### src/rtl/aes_tlul_sequencer.sv
// TL-UL host that runs one AES-256 block operation on the aes peripheral.
// Also carries the TL-UL types and the AES register offsets that the sequencer uses.

package tlul_pkg;

    typedef enum logic [2:0] {
        PutFullData    = 3'h0,
        PutPartialData = 3'h1,
        Get            = 3'h4
    } tl_a_op_e;

    typedef enum logic [2:0] {
        AccessAck     = 3'h0,
        AccessAckData = 3'h1
    } tl_d_op_e;

    typedef struct packed {
        logic [4:0] rsvd;
        logic [3:0] instr_type;
        logic [6:0] cmd_intg;
        logic [6:0] data_intg;
    } tl_a_user_t;

    parameter tl_a_user_t TL_A_USER_DEFAULT = '{
        rsvd: 5'h0, instr_type: 4'h9, cmd_intg: 7'h0, data_intg: 7'h0
    };

    typedef struct packed {
        logic        a_valid;
        tl_a_op_e    a_opcode;
        logic [2:0]  a_param;
        logic [1:0]  a_size;
        logic [7:0]  a_source;
        logic [31:0] a_address;
        logic [3:0]  a_mask;
        logic [31:0] a_data;
        tl_a_user_t  a_user;
        logic        d_ready;
    } tl_h2d_t;

    parameter tl_h2d_t TL_H2D_DEFAULT = '{
        a_valid: 1'b0, a_opcode: PutFullData, a_param: 3'h0, a_size: 2'h0,
        a_source: 8'h0, a_address: 32'h0, a_mask: 4'h0, a_data: 32'h0,
        a_user: TL_A_USER_DEFAULT, d_ready: 1'b1
    };

    typedef struct packed {
        logic        d_valid;
        tl_d_op_e    d_opcode;
        logic [2:0]  d_param;
        logic [1:0]  d_size;
        logic [7:0]  d_source;
        logic        d_sink;
        logic [31:0] d_data;
        logic [13:0] d_user;
        logic        d_error;
        logic        a_ready;
    } tl_d2h_t;

endpackage

package aes_reg_pkg;

    parameter logic [7:0] AES_KEY_SHARE0_0_OFFSET  = 8'h04;
    parameter logic [7:0] AES_KEY_SHARE1_0_OFFSET  = 8'h24;
    parameter logic [7:0] AES_IV_0_OFFSET          = 8'h44;
    parameter logic [7:0] AES_DATA_IN_0_OFFSET     = 8'h54;
    parameter logic [7:0] AES_DATA_OUT_0_OFFSET    = 8'h64;
    parameter logic [7:0] AES_CTRL_SHADOWED_OFFSET = 8'h74;
    parameter logic [7:0] AES_STATUS_OFFSET        = 8'h84;

endpackage

module aes_tlul_sequencer #(
    parameter logic [31:0] AesBase     = 32'h0,
    parameter int unsigned PollTimeout = 1024
) (
    input  logic              clk_i,
    input  logic              rst_ni,
    input  logic              req_i,
    input  logic [1:0]        op_i,
    input  logic [5:0]        mode_i,
    input  logic [255:0]      key_i,
    input  logic [127:0]      iv_i,
    input  logic [127:0]      data_i,
    output logic              busy_o,
    output logic              done_o,
    output logic              err_o,
    output logic [1:0]        err_code_o,
    output logic [127:0]      data_o,
    output tlul_pkg::tl_h2d_t tl_o,
    input  tlul_pkg::tl_d2h_t tl_i
);

    localparam int unsigned      PollW   = $clog2(PollTimeout + 1);
    localparam logic [PollW-1:0] PollMax = PollW'(PollTimeout);

    typedef enum logic [3:0] {
        StIdle, StCtrl0, StCtrl1, StKey0, StKey1, StIv, StDin, StPoll, StDout, StDone, StErr
    } state_e;

    state_e           state_q, state_d;
    logic [2:0]       idx_q, idx_d;
    logic [PollW-1:0] poll_q, poll_d;
    logic             avalid_q, avalid_d;
    logic             pend_q, pend_d;
    logic [1:0]       err_code_q, err_code_d;
    logic [127:0]     dout_q, dout_d;
    logic             lat_en;
    logic             d_hs;

    logic [1:0]       op_q;
    logic [5:0]       mode_q;
    logic [255:0]     key_q;
    logic [127:0]     iv_q;
    logic [127:0]     din_q;

    logic [7:0]       off;
    logic [31:0]      wdata;
    logic             is_read;
    logic             unused_tl;

    always_ff @(posedge clk_i or negedge rst_ni) begin
        if (!rst_ni) begin
            state_q    <= StIdle;
            idx_q      <= '0;
            poll_q     <= '0;
            avalid_q   <= 1'b0;
            pend_q     <= 1'b0;
            err_code_q <= 2'd0;
            dout_q     <= '0;
        end else begin
            state_q    <= state_d;
            idx_q      <= idx_d;
            poll_q     <= poll_d;
            avalid_q   <= avalid_d;
            pend_q     <= pend_d;
            err_code_q <= err_code_d;
            dout_q     <= dout_d;
        end
    end

    // Request operands are captured once at acceptance and need no reset.
    always_ff @(posedge clk_i) begin
        if (lat_en) begin
            op_q   <= op_i;
            mode_q <= mode_i;
            key_q  <= key_i;
            iv_q   <= iv_i;
            din_q  <= data_i;
        end
    end

    always_comb begin
        state_d    = state_q;
        idx_d      = idx_q;
        poll_d     = poll_q;
        avalid_d   = avalid_q;
        pend_d     = pend_q;
        err_code_d = err_code_q;
        dout_d     = dout_q;
        lat_en     = 1'b0;
        d_hs       = pend_q && tl_i.d_valid;

        if (avalid_q && tl_i.a_ready) begin
            avalid_d = 1'b0;
            pend_d   = 1'b1;
        end

        case (state_q)
            StIdle: begin
                if (req_i) begin
                    lat_en     = 1'b1;
                    state_d    = StCtrl0;
                    idx_d      = '0;
                    poll_d     = '0;
                    err_code_d = 2'd0;
                    avalid_d   = 1'b1;
                end
            end
            StDone, StErr: begin
                state_d = StIdle;
                idx_d   = '0;
            end
            default: begin
                // Only a response to our own outstanding request moves the sequence on.
                if (d_hs) begin
                    pend_d   = 1'b0;
                    avalid_d = 1'b1;
                    idx_d    = idx_q + 3'd1;
                    if (tl_i.d_error) begin
                        state_d    = StErr;
                        err_code_d = 2'd1;
                        avalid_d   = 1'b0;
                        idx_d      = '0;
                    end else begin
                        case (state_q)
                            StCtrl0: begin
                                state_d = StCtrl1;
                                idx_d   = '0;
                            end
                            StCtrl1: begin
                                state_d = StKey0;
                                idx_d   = '0;
                            end
                            StKey0: begin
                                if (idx_q == 3'd7) begin
                                    state_d = StKey1;
                                    idx_d   = '0;
                                end
                            end
                            StKey1: begin
                                if (idx_q == 3'd7) begin
                                    state_d = StIv;
                                    idx_d   = '0;
                                end
                            end
                            StIv: begin
                                if (idx_q == 3'd3) begin
                                    state_d = StDin;
                                    idx_d   = '0;
                                end
                            end
                            StDin: begin
                                if (idx_q == 3'd3) begin
                                    state_d = StPoll;
                                    idx_d   = '0;
                                    poll_d  = '0;
                                end
                            end
                            StPoll: begin
                                idx_d  = '0;
                                poll_d = poll_q + PollW'(1);
                                if (tl_i.d_data[3]) begin
                                    state_d = StDout;
                                end else if (tl_i.d_data[6]) begin
                                    state_d    = StErr;
                                    err_code_d = 2'd3;
                                    avalid_d   = 1'b0;
                                end else if (poll_d == PollMax) begin
                                    state_d    = StErr;
                                    err_code_d = 2'd2;
                                    avalid_d   = 1'b0;
                                end
                            end
                            StDout: begin
                                dout_d[{idx_q[1:0], 5'd0} +: 32] = tl_i.d_data;
                                if (idx_q == 3'd3) begin
                                    state_d  = StDone;
                                    idx_d    = '0;
                                    avalid_d = 1'b0;
                                end
                            end
                            default: ;
                        endcase
                    end
                end
            end
        endcase
    end

    // Request fields decode purely from registered state, so they stay stable while a_valid waits.
    always_comb begin
        off     = 8'h00;
        wdata   = 32'h0;
        is_read = 1'b0;
        case (state_q)
            StCtrl0, StCtrl1: begin
                off   = aes_reg_pkg::AES_CTRL_SHADOWED_OFFSET;
                wdata = {16'h0, 1'b0, 3'b001, 1'b0, 3'b100, mode_q, op_q};
            end
            StKey0: begin
                off   = aes_reg_pkg::AES_KEY_SHARE0_0_OFFSET + {3'b000, idx_q, 2'b00};
                wdata = key_q[{idx_q, 5'd0} +: 32];
            end
            StKey1: begin
                off   = aes_reg_pkg::AES_KEY_SHARE1_0_OFFSET + {3'b000, idx_q, 2'b00};
            end
            StIv: begin
                off   = aes_reg_pkg::AES_IV_0_OFFSET + {4'b0000, idx_q[1:0], 2'b00};
                wdata = iv_q[{idx_q[1:0], 5'd0} +: 32];
            end
            StDin: begin
                off   = aes_reg_pkg::AES_DATA_IN_0_OFFSET + {4'b0000, idx_q[1:0], 2'b00};
                wdata = din_q[{idx_q[1:0], 5'd0} +: 32];
            end
            StPoll: begin
                off     = aes_reg_pkg::AES_STATUS_OFFSET;
                is_read = 1'b1;
            end
            StDout: begin
                off     = aes_reg_pkg::AES_DATA_OUT_0_OFFSET + {4'b0000, idx_q[1:0], 2'b00};
                is_read = 1'b1;
            end
            default: ;
        endcase

        tl_o           = tlul_pkg::TL_H2D_DEFAULT;
        tl_o.a_valid   = avalid_q;
        tl_o.a_opcode  = is_read ? tlul_pkg::Get : tlul_pkg::PutFullData;
        tl_o.a_param   = 3'h0;
        tl_o.a_size    = 2'd2;
        tl_o.a_source  = 8'h0;
        tl_o.a_address = AesBase + {24'h0, off};
        tl_o.a_mask    = 4'hf;
        tl_o.a_data    = wdata;
        tl_o.a_user    = tlul_pkg::TL_A_USER_DEFAULT;
        tl_o.d_ready   = 1'b1;
    end

    assign unused_tl = ^{tl_i.d_opcode, tl_i.d_param, tl_i.d_size, tl_i.d_source,
                         tl_i.d_sink, tl_i.d_user};

    assign busy_o     = (state_q != StIdle) && (state_q != StDone) && (state_q != StErr);
    assign done_o     = (state_q == StDone);
    assign err_o      = (state_q == StErr);
    assign err_code_o = err_code_q;
    assign data_o     = dout_q;

endmodule

### config.mk
export PLATFORM = sky130hd
export DESIGN_NAME = aes_tlul_sequencer
export DESIGN_NICKNAME = d
export VERILOG_FILES = /design/src/rtl/aes_tlul_sequencer.sv
export SDC_FILE = /design/constraint.sdc
export NUM_CORES = 1
export LEC_CHECK = 0
export BUFFER_PORTS_ARGS = -buffer_cell sky130_fd_sc_hd__buf_2
export CAP_MARGIN = 20
export CORE_AREA = 3 3 321 323
export DETAILED_ROUTE_END_ITERATION = 10
export DIE_AREA = 0 0 324 326
export PLACE_DENSITY_LB_ADDON = 0.1
export SYNTH_ARGS = -nofsm -noshare
export SYNTH_HDL_FRONTEND = slang
export SYNTH_SLANG_ARGS = --single-unit
### constraint.sdc
create_clock -name clk_i -period 10.02 [get_ports clk_i]
set_input_delay 2.004 -clock clk_i [delete_from_list [all_inputs] [get_ports clk_i]]
set_output_delay 2.004 -clock clk_i [all_outputs]
set_load 0.01 [all_outputs]
Yosys cells after proc, flatten, opt, wreduce, memory -nomap -nowiden
Index checks and enable logic that the tools add are counted.
{"block": "totals", "inputBits": 589, "ff_bits": 670, "elab_cells": 131, "output_inout_bits": 242}
{"block": "classes", "bitwise": 3, "n_mux": 54, "addsub": 8, "n_reduce_logical": 24, "shift": 5, "n_eq_ne": 25}
{"op": "128-bit by 8-bit indexed part select with 32-bit output", "n": 2}
{"op": "256-bit by 9-bit indexed part select with 32-bit output", "n": 1}
{"op": "128-bit bitwise mux", "n": 1}
{"op": "32-bit case mux with 4 select lines", "n": 1}
{"op": "32-bit by 9-bit variable shift with 128-bit output, first input constant", "n": 1}
{"op": "32-bit by 9-bit indexed part select with 128-bit output", "n": 1}
{"op": "8-bit case mux with 7 select lines", "n": 1}
{"op": "11-bit 2-to-1 mux", "n": 4}
{"op": "4-bit 2-to-1 mux", "n": 11}
{"op": "11-bit case mux with 2 select lines", "n": 2}
{"op": "4-bit case mux with 8 select lines", "n": 1}
{"op": "7-bit by 4-bit adder with 8-bit output, first input constant", "n": 3}
{"op": "5-bit inequality test, second input constant", "n": 4}
{"op": "3-bit 2-to-1 mux", "n": 6}
{"op": "4-bit by 3-bit == test with 1-bit output, second input constant", "n": 4}
{"op": "1-bit 2-to-1 mux", "n": 14}
{"op": "2-bit 2-to-1 mux", "n": 7}
{"op": "4-bit == test, second input constant", "n": 3}
{"op": "6-bit AND reduction", "n": 2}
{"op": "11-bit by 1-bit adder with 11-bit output, second input constant", "n": 1}
{"op": "11-bit == test, second input constant", "n": 1}
{"op": "11-bit nonzero test", "n": 1}
{"op": "7-bit negation with 9-bit output", "n": 1}
{"op": "3-bit case mux with 3 select lines", "n": 1}
{"op": "29 further kinds", "n": 45}

Logic depth before layout (Yosys ltp)
{"block": "logic_depth", "ltp_word": 9, "mapped_depth": 10}

Worst setup path after synthesis
No wires, ideal clock.
{"block": "synth_timing", "path_type": "input -> register", "from": "input port req_i", "to": "register poll_q[8]", "t_arrival_ns": 9.249, "path_buffers": 1, "stages": 6, "path_slack_ns": 0.680, "t_required_ns": 9.928, "path_cell_list": "and3_2 a21oi_2 or3_4 or2_1 buf_6 o31ai_2"}
{"block": "synth_via", "elab_chain_len": 2}
{"item": "start, declared", "line": "80", "text": "input logic req_i,"}
{"item": "2-bit inequality test (no source line)"}
{"item": "6-bit AND reduction (no source line)"}
{"item": "end signal, assigned", "line": "135", "text": "poll_q <= poll_d;"}
{"item": "end, declared", "line": "104", "text": "logic [PollW-1:0] poll_q, poll_d;"}
No other way between the ends.
A chain may end at the register's enable or synchronous reset.

==> metrics list <==
- Placed cell area: 32000 um^2
* Power density normalized to cell area: 233 nW/um^2
* Total routing usage reported by global routing: 17.0%
- The analysis attributes to net switching a power of 2.41 mW.
- After routing the design area is 34700 um^2.
* DIE AREA: 106000 um^2
* Share of layout cells above drive strength 1: 41.7%
- TritonCTS Sinks: 670
* Switching share of total power: 29.9%
- Derived from the worst setup path, the maximum achievable clock frequency is 166 MHz.
- Power after layout: 8.08 mW
- Sorting the synthesized cells by how often they occur yields edfxtp_1, nand2_1, dfrtp_1.
* Final setup vio count: 0
- Cell accounting for the most synthesized area: edfxtp_1
- Post-CTS Setup Bufs: 0
* Area of the placeable core: 100000 um^2
* DRC: 0
- For this run, the number of Yosys warnings is 0.
* Post-synth cell types: 62
* Die X-Extent: 324 um
- Timing analysis after detailed placement gives a worst setup slack of 4420 ps.
* Cells after Synth: 1677
* Number of max-cap violations: 0
* Root cell of the clock tree: clkbuf_16
- After detailed placement, the design holds a cell count of 3630.
- Yosys instantiated no cell more often than edfxtp_1.
- The critical path is of the register to output port type.
* Int Power: 5.66 mW
* Number of I/O pins: 831
- Ranked by total cell area, the synthesized netlist is headed by edfxtp_1, dfrtp_1, mux4_2.
* Rows: 116
- CP max FO: 34
- TritonCTS built the clock tree.
- Unrepaired setup endpoints after global routing: false
- Worst-path cell with the longest stage delay: dfrtp_1
- Final Wtd Congestion: 0.779
- Number of buffers inserted during clock tree synthesis: 79
* Kind of cell adding the most delay to the critical path: flip-flops
* Pre-antenna DRT Iters: 5
- VDD sags by at most 0.000132 V.
* CP Buf/Inv Count: 2
* Setup tns final: 0 ps
* Worst Slack Setup Final: 3990 ps
* Hold Violations, Final: 0
- Sort of element at the start of the critical path: register
- At the worst endpoint, the required time is 8020 ps.
- Total via count in the routed design: 17.0k
- Post-Syn Area per Cell: 16.2 um^2
- The number of slew-limit violations in the final report is 0.
* Part of the total power dissipated in sequential elements: 39.7%
* Signal arrival time at the worst endpoint: 4030 ps
* Post_cts resized: 0
- Count of placed standard cells in the final layout, fillers left out: 3825
- After clock tree synthesis, the clock-pin slew on the worst setup and hold paths is 60 ps.
- Element type at the critical path end: output port
- Maximum clock insertion buffer count: 3
- Final worst-path cycle share: 60.2%
- Cell Area, Synth: 27100 um^2
- Sequential cell area fraction in the yosys report: 71.4%
- Crit-path max cell delay: 920 ps
* Post-synth top flop: edfxtp_1
- The HPWL after detailed placement is 67.1 mm.
- The total overflow left after global routing is 0.
- Yosys mapped a number of flops with a built-in enable equal to 520.
* Outcome: finished clean
- Number of I/O port buffers: 730
- The worst path needs 6030 ps of the cycle, external delays included.
- Final nets: 3012
- Across the routed clock network, the largest skew measured is 30.7 ps.
- For the pin with the worst max-slew slack, the measured transition is 1250 ps.
- The via count of the first global-routing pass came to 18.2k.
* Total Wirelength: 91.4 mm
- Dividing the detail-routed wire length by the instance count gives 23.9 um.
- In the routed layout, each cell is associated on average with a via count of 4.44.
- Headroom to the max-slew limit came out at 17.0%.
- First-pass GRT wire length: 129 mm
* Hold bufs inserted after CTS: 0
- Counting flops with an async set or reset pin after synthesis yields a share of 22.4%.
- Compared with the post-synthesis result, the final layout area differs by 28.0%.
* Largest net degree at the start of global routing: 161
- Starting utilization of the core area: 27.1%
* Number of synthesized register bits: 670
- For the worst-skew pair, the clock arrives at the later sink with an insertion delay of 640 ps.
- The top cell type by area accounts for 57.6% of the synthesized area.
- For this block, the initial DRC count from the detailed router was 1024.
* Hold Crit Class: register to register
- The share of total power dissipated in combinational logic is 24.5%.
- The detail route stage leaves a number of antenna-violating nets equal to 0.
* Fraction of power consumed by the clock network: 35.8%
- In this run the static leakage power is 13.8 nW.
- In this run the vertical extent of the chip is 326 um.
- H-Tree Level Count: 3
- Critical path cell sequence: nand2_1 > nor2_4 > buf_4 > mux4_2 > mux2i_1 > o221ai_1 > buf_2
- Number of antenna violations at the first check in global routing: 103
-- through the flow --
step                utilization [%]  hold WS [ps]
floorplan                         -           488
global placement               31.9           456
detailed placement             31.9           466
CTS                            34.5           480
global route                   34.6           485
finish                         34.7           473
-- placed cells by master (no fill, tap or decap), types with 24 or more instances in the layout --
cell type,instances
nand2_1,291
diode_2,52
clkbuf_16,85
edfxtp_1,520
o21ai_0,148
dfrtp_1,148
mux4_2,128
buf_2,729
conb_1,69
mux2i_1,67
o22ai_1,24
-- cell type report --
class | instances | area, um^2
fill | 9812 | 65400
sequential | 670 | 19400
multi-input combinational | 895 | 7040
timing repair buffer | 753 | 3870
clock buffer | 104 | 2220
tap | 1298 | 1620
clock inverter | 39 | 395
antenna | 52 | 130
inverter | 14 | 55.1
-- final timing paths --
kind                                   startpoint                     end  slack, ps  cells after the start
max in group asynchronous                  rst_ni  data_o[94]$_DFFE_PN0P_       7100                      2
setup reg to reg             idx_q[1]$_DFFE_PN0P_   poll_q[8]$_DFFE_PN0P_       6280                      8
min in group asynchronous                  rst_ni  data_o[20]$_DFFE_PN0P_       1450                      1
setup / recovery           state_q[1]$_DFFE_PN0P_                tl_o[30]       3990                      7
hold reg to reg            data_o[16]$_DFFE_PN0P_  data_o[16]$_DFFE_PN0P_        470                      2
hold / removal             data_o[16]$_DFFE_PN0P_  data_o[16]$_DFFE_PN0P_        470                      2
-- state kept, by name (all words and copies together) (netlist names) --
register    flops
idx_q           3
iv_q          128
key_q         256
state_q         4
mode_q          6
avalid_q        1
err_code_o      2
op_q            2
din_q         128
poll_q         11
pend_q          1
data_o        128
-- logic make-up after synthesis --
| family | share of synthesized area, % |
|---|---|
| DFF | 71.4 |
| muxes | 13.1 |
| adders and majority gates | 0.462 |
| xor gates and xnor gates | 0.0323 |
| buffers and inverters | 3.66 |
| other | 0.0277 |
| and+or+nand+nor | 5.80 |
| AOI/OAI and AO/OA | 5.44 |
-- power groups by stage --
stage | clock [mW] | sequential [mW] | combinational (mW)
floorplan | 0 | 3.20 | 1.33
global placement | 0 | 3.26 | 2.07
detailed placement | 0 | 3.27 | 2.07
CTS | 3.00 | 3.21 | 2.08
global route | 3.11 | 3.22 | 2.18
finish | 2.89 | 3.20 | 1.98
-- per-layer routing --
metal | up-vias | track usage [%] | part of all wire (%)
met4 | 82 | 5.22 | 2.4
met5 | - | 0 | 0.63
li1 | 7800 | - | -
met1 | 8227 | 18.5 | 36
met3 | 203 | 7.94 | 11
met2 | 685 | 29.2 | 50
-- worst reg2reg max path, stage by stage, from the launching register on --
cell and delay (ps):
dfrtp_4 660, buf_4 790, ha_1 470, ha_1 300, or2_2 170, a31oi_1 80, or3_4 460, or2_1 450
o31ai_2 280
Note: power is estimated with default switching activity, not from simulation.
